### src/rtl/if_fetch_stage.sv
// Fetch stage: PC register, IMEM request/ack handshake with one-word hold buffer,
// and the IF/ID pipeline register feeding decode and NPC.
module if_fetch_stage #(
  parameter logic [31:0] PC_RESET = 32'h0000_3000,
  parameter logic [31:0] IMEM_LO  = 32'h0000_3000,
  parameter logic [31:0] IMEM_HI  = 32'h0000_6FFC
) (
  input  logic        clk,
  input  logic        reset,
  input  logic [31:0] NPC_pcb_D_i,
  input  logic        CTL_stall_i,
  input  logic        CTL_flush_D_i,
  output logic        IM_req_o,
  output logic [31:0] IM_addr_o,
  input  logic        IM_ack_i,
  input  logic [31:0] IM_rdata_i,
  output logic [31:0] IF_pc_F_o,
  output logic [31:0] IF_pc4_F_o,
  output logic [31:0] IF_pc_D_o,
  output logic [31:0] IF_pc4_D_o,
  output logic [31:0] IF_ir_D_o,
  output logic        IF_vld_D_o,
  output logic        IF_adel_D_o,
  output logic        IF_busy_o
);

  typedef enum logic {S_REQ, S_HELD} state_t;

  state_t      state_q, state_d;
  logic [31:0] pc_q, pc_d;
  logic [31:0] buf_q, buf_d;
  logic [31:0] ir_d_q, ir_d_d;
  logic [31:0] pc_d_q, pc_d_d;
  logic [31:0] pc4_d_q, pc4_d_d;
  logic        vld_d_q, vld_d_d;
  logic        adel_d_q, adel_d_d;

  logic [31:0] pc4;
  logic        fault;
  logic        in_req;
  logic        done;
  logic [31:0] src;

  assign pc4    = pc_q + 32'd4;
  assign fault  = (pc_q[1:0] != 2'b00) || (pc_q < IMEM_LO) || (pc_q > IMEM_HI);
  assign in_req = (state_q == S_REQ);
  assign done   = fault || (in_req && IM_ack_i) || !in_req;
  // A faulting fetch never reaches S_HELD, so the buffer is only ever a legal word.
  assign src    = !in_req ? buf_q : (fault ? 32'd0 : IM_rdata_i);

  assign IM_req_o    = in_req && !fault && !reset;
  assign IM_addr_o   = pc_q;
  assign IF_pc_F_o   = pc_q;
  assign IF_pc4_F_o  = pc4;
  assign IF_pc_D_o   = pc_d_q;
  assign IF_pc4_D_o  = pc4_d_q;
  assign IF_ir_D_o   = ir_d_q;
  assign IF_vld_D_o  = vld_d_q;
  assign IF_adel_D_o = adel_d_q;
  assign IF_busy_o   = !done;

  always_comb begin
    state_d  = state_q;
    pc_d     = pc_q;
    buf_d    = buf_q;
    ir_d_d   = ir_d_q;
    pc_d_d   = pc_d_q;
    pc4_d_d  = pc4_d_q;
    vld_d_d  = vld_d_q;
    adel_d_d = adel_d_q;

    if (CTL_stall_i) begin
      // Stalled with data arriving: park it so the IMEM ack is not lost.
      if (in_req && IM_ack_i && !fault) begin
        buf_d   = IM_rdata_i;
        state_d = S_HELD;
      end
    end else if (done) begin
      pc_d    = NPC_pcb_D_i;
      state_d = S_REQ;
      if (CTL_flush_D_i) begin
        ir_d_d   = 32'd0;
        vld_d_d  = 1'b0;
        adel_d_d = 1'b0;
      end else begin
        ir_d_d   = src;
        pc_d_d   = pc_q;
        pc4_d_d  = pc4;
        vld_d_d  = 1'b1;
        adel_d_d = fault;
      end
    end else begin
      ir_d_d   = 32'd0;
      vld_d_d  = 1'b0;
      adel_d_d = 1'b0;
    end
  end

  always_ff @(posedge clk or posedge reset) begin
    if (reset) begin
      state_q  <= S_REQ;
      pc_q     <= PC_RESET;
      buf_q    <= 32'd0;
      ir_d_q   <= 32'd0;
      pc_d_q   <= PC_RESET;
      pc4_d_q  <= PC_RESET + 32'd4;
      vld_d_q  <= 1'b0;
      adel_d_q <= 1'b0;
    end else begin
      state_q  <= state_d;
      pc_q     <= pc_d;
      buf_q    <= buf_d;
      ir_d_q   <= ir_d_d;
      pc_d_q   <= pc_d_d;
      pc4_d_q  <= pc4_d_d;
      vld_d_q  <= vld_d_d;
      adel_d_q <= adel_d_d;
    end
  end

endmodule

### config.mk
export PLATFORM = sky130hd
export DESIGN_NAME = if_fetch_stage
export DESIGN_NICKNAME = d
export VERILOG_FILES = /design/src/rtl/if_fetch_stage.sv
export SDC_FILE = /design/constraint.sdc
export NUM_CORES = 1
export LEC_CHECK = 0
export ABC_AREA = 1
export BUFFER_PORTS_ARGS = -buffer_cell sky130_fd_sc_hd__buf_2
export CORE_MARGIN = 1
export CORE_UTILIZATION = 45
export CTS_CLUSTER_DIAMETER = 150
export DETAILED_ROUTE_END_ITERATION = 7
export PLACE_DENSITY_LB_ADDON = 0.15
export RECOVER_POWER = 25
export SYNTH_ARGS = -nofsm -noshare
export SYNTH_HDL_FRONTEND = slang
export SYNTH_SLANG_ARGS = --single-unit
export TNS_END_PERCENT = 30
### constraint.sdc
create_clock -name clk -period 7.5 [get_ports clk]
set_input_delay 1.5 -clock clk [delete_from_list [all_inputs] [get_ports clk]]
set_output_delay 1.5 -clock clk [all_outputs]
set_load 0.02 [all_outputs]
==> impl_metrics.yaml <==
outcome:
  outcome: "complete, but fails checks"
  failed_checks: "capacitance limit, slew limit"
timing:
  final.period_utilization_pct: 58.6
  setup_viol: 0
  final-hold-violation-count: 0
  grt_setup_unrepaired: "no"
  slew_viol_final: 83
  setup-tns-final_ns: 0
  slew_headroom_pct: -147
  fin_skew_ns: 0.00898
  max_slew.worst_pin.slew_ns: 3.69
  timing.fmax_ghz: 0.227
  min_clock_period_post_route_ns: 4.40
global_route:
  grt_first_pass_wirelength_um: 33200
  globalRouteOverflowTotal: 0
  antenna_found_initial: 4
  pin_count_of_the_biggest_net_entering_global_routing: 98
  grt_usage_pct: 24.6
  first_global_vias: 6271
setup_path:
  worstReg2RegStart: "state_q$_DFFE_PP0P_"
  reg2reg_setup_slack_ns: 3.97
  worst-endpoint-arrival_ns: 4.80
  cp_max_fo: 82
  crit-reg2reg-capture: "IF_pc_D_o[3]$_DFFE_PP0P_"
  end_kind: "asynchronous set/reset pin"
  cp-start-kind: "primary input"
  worstSetupPathType: "in -> async"
  worst_ep_required_time_ns: 7.90
  rr_worst_depth: 7
pwr:
  report.power.total_w: 0.00222
  vdd_drop_max_v: 0.000169
  p_per_area_mw_per_mm2: 242
  leakagePower_nw: 5.04
yosys:
  synthCells: 951
  post_synth_top_area_cell: "sky130_fd_sc_hd__dfrtp_1"
  syn_nets: 1021
  synth_top_area_share_pct: 51.1
  yosys_register_bits: 161
  synth-warning-count: 0
  synth-main-ff-cell: "sky130_fd_sc_hd__dfrtp_1"
  synth.cell_area_mm2: 0.00754
  yosysMostFrequentCell: "sky130_fd_sc_hd__nand2_1"
  top_cells_by_area_in_the_synthesized_netlist: "sky130_fd_sc_hd__dfrtp_1 (51%), sky130_fd_sc_hd__nand2_1 (20%), sky130_fd_sc_hd__o21ai_0 (6.0%)"
  synth_edf_count: 0
  netlist-cell-type-count: 22
  ys_async_sr_fraction_pct: 100
  synth_seq_area_share_pct: 53.6
  ys_top_cells_by_count: "sky130_fd_sc_hd__nand2_1 (407), sky130_fd_sc_hd__dfrtp_1 (154), sky130_fd_sc_hd__o21ai_0 (90), sky130_fd_sc_hd__inv_1 (72), sky130_fd_sc_hd__nor2_1 (50)"
  syn_avg_cell_area_um2: 7.93
clocking:
  clk_transition_reported_paths_ns: 0.06
  hold_buf_count_cts: 0
  tritoncts.num_buffers: 17
  total_setup_buffers_inserted_after_cts: 0
  clockBufferDepth: 2
  root_buffer: "sky130_fd_sc_hd__clkbuf_16"
  cts_tree: "built"
  worst_skew_pair.late_latency_ns: 0.43
  cts_max_level: 4
  ctsResizeCount: 0
  cts_sinks: 161
die:
  start_util_pct: 46.8
  die_span_in_y_um: 131
  design.die.area_mm2: 0.0173
  io_pins: 265
  design.core.area_mm2: 0.0161
  fp.dieW_um: 131
  number_of_core_rows: 46
finish:
  post_route_cells_drive_above_1_share_pct: 22.7
  multiInputGateArea_mm2: 0.00277
  regArea_mm2: 0.00404
  n_fill_cell: 1621
  layout.nets: 1228
  syn_to_final_growth_pct: 22.1
detailed_routing:
  wl_per_cell_um: 15.2
  route.vias.total: 6692
  drtIter0Drc: 352
  postRouteAntennaNets: 0
  routed_wl_um: 21100
  post_detailed_route_via_to_cell_ratio: 4.81
  dr.pass1.iters: 5
  detail_route.drc_violations: 0
placement:
  buffer_ports.inserted: 264
  dp_hpwl_um: 14200
  gpl.final_weighted_congestion: 0.872
hold_path:
  hold_end: "IF_pc4_D_o[13]$_DFFE_PP1P_"
  worst_hold_path_type: "reg -> reg"
  hp-start: "IF_pc4_D_o[13]$_DFFE_PP1P_"
  hold_path_depth: 2
job:
  cap_viol_max_count: 1
==> flip-flops by register name, summed over array words and instances, names as in the netlist <==
register and count:
IF_ir_D_o 32, IF_pc_D_o 32, IF_pc_F_o 32, buf_q 32
IF_pc4_D_o 30, IF_adel_D_o 1, IF_vld_D_o 1, state_q 1
==> per-layer routing <==
metal  up-vias  GRT usage [%]  wire length (um)
met2       227           39.7             10300
met1      3118           32.7              9210
li1       3314              -                 -
met4         2           9.37               349
met3        31           5.09              1210
met5         -              0                13
==> layout by cell type, fill, tap and decap left out, types with 2 or more instances in the layout <==
cell type                      n
sky130_fd_sc_hd__nand3_4       2
sky130_fd_sc_hd__clkinvlp_4    5
sky130_fd_sc_hd__inv_2         2
sky130_fd_sc_hd__nand3_1      42
sky130_fd_sc_hd__buf_2       215
sky130_fd_sc_hd__buf_4         2
sky130_fd_sc_hd__nand2_2       3
sky130_fd_sc_hd__o21ai_1       8
sky130_fd_sc_hd__o21ai_0      90
sky130_fd_sc_hd__dfstp_2       7
sky130_fd_sc_hd__clkbuf_1     50
sky130_fd_sc_hd__inv_6         2
sky130_fd_sc_hd__clkbuf_16    17
sky130_fd_sc_hd__diode_2       3
sky130_fd_sc_hd__dfrtp_1     154
sky130_fd_sc_hd__xor2_1       25
sky130_fd_sc_hd__clkinv_2      4
sky130_fd_sc_hd__nor3_1        5
sky130_fd_sc_hd__nor2_1       50
sky130_fd_sc_hd__inv_1        71
sky130_fd_sc_hd__nand2_1     407
sky130_fd_sc_hd__nor2_4        3
==> layout make-up <==
class / count / share of cell area (%)
Sequential cell: 161 / 43.9
Multi-Input combinational cell: 638 / 30.2
Timing Repair Buffer: 266 / 13.9
Clock buffer: 19 / 4.81
Inverter: 74 / 3.03
Tap cell: 216 / 2.94
Clock inverter: 13 / 1.24
Antenna cell: 3 / 0.0816
==> how the worst max path moves through the flow <==
stage	startpoint	slack, ns	cells past startpoint	end
after global placement	CTL_stall_i	3.40	7	IF_ir_D_o[10]$_DFFE_PP0N_
after floorplan	reset	1.66	1	IF_adel_D_o$_DFFE_PP0N_
after detailed placement	CTL_stall_i	3.31	7	IF_pc_D_o[3]$_DFFE_PP0P_
after global routing	reset	2.44	3	IF_pc_D_o[16]$_DFFE_PP0P_
after CTS	state_q$_DFFE_PP0P_	3.26	4	IM_req_o
final	reset	3.10	3	IF_pc_D_o[16]$_DFFE_PP0P_
==> critical path, stage by stage <==
cell and delay (ns):
sky130_fd_sc_hd__clkbuf_1 0.09, sky130_fd_sc_hd__clkinvlp_2 2.06, sky130_fd_sc_hd__buf_4 1.07
==> logic make-up after synthesis <==
kind of cell | count (synthesis) | synth area share (%)
adder cells (fa/ha/maj) | 1 | 0.166
flip-flops | 161 | 53.6
AND/OR/NAND/NOR | 514 | 27.1
AO/OA/AOI/OAI | 98 | 6.51
XOR/XNOR | 25 | 2.91
buffers and inverters | 152 | 9.79
==> per-stage QoR <==
stage	instance area [um^2]	hold slack, ns	std cells	utilization, %	setup slack [ns]
after global placement	8700	0.457	1355	54.0	3.40
final	9200	0.476	1390	57.1	3.10
after floorplan	7540	0.453	951	-	1.66
after CTS	9260	0.474	1387	57.4	3.26
after detailed placement	8700	0.460	1355	54.0	3.31
after global routing	9200	0.503	1390	57.1	2.44
==> power by group <==
group	leakage, nW	internal, W	switching, W	total [W]
Sequential	2.08	0.000942	0.0000682	0.00101
Combinational	2.70	0.000116	0.000272	0.000388
Clock	0.262	0.000465	0.000360	0.000825
Note: power is estimated with default switching activity, not from simulation.
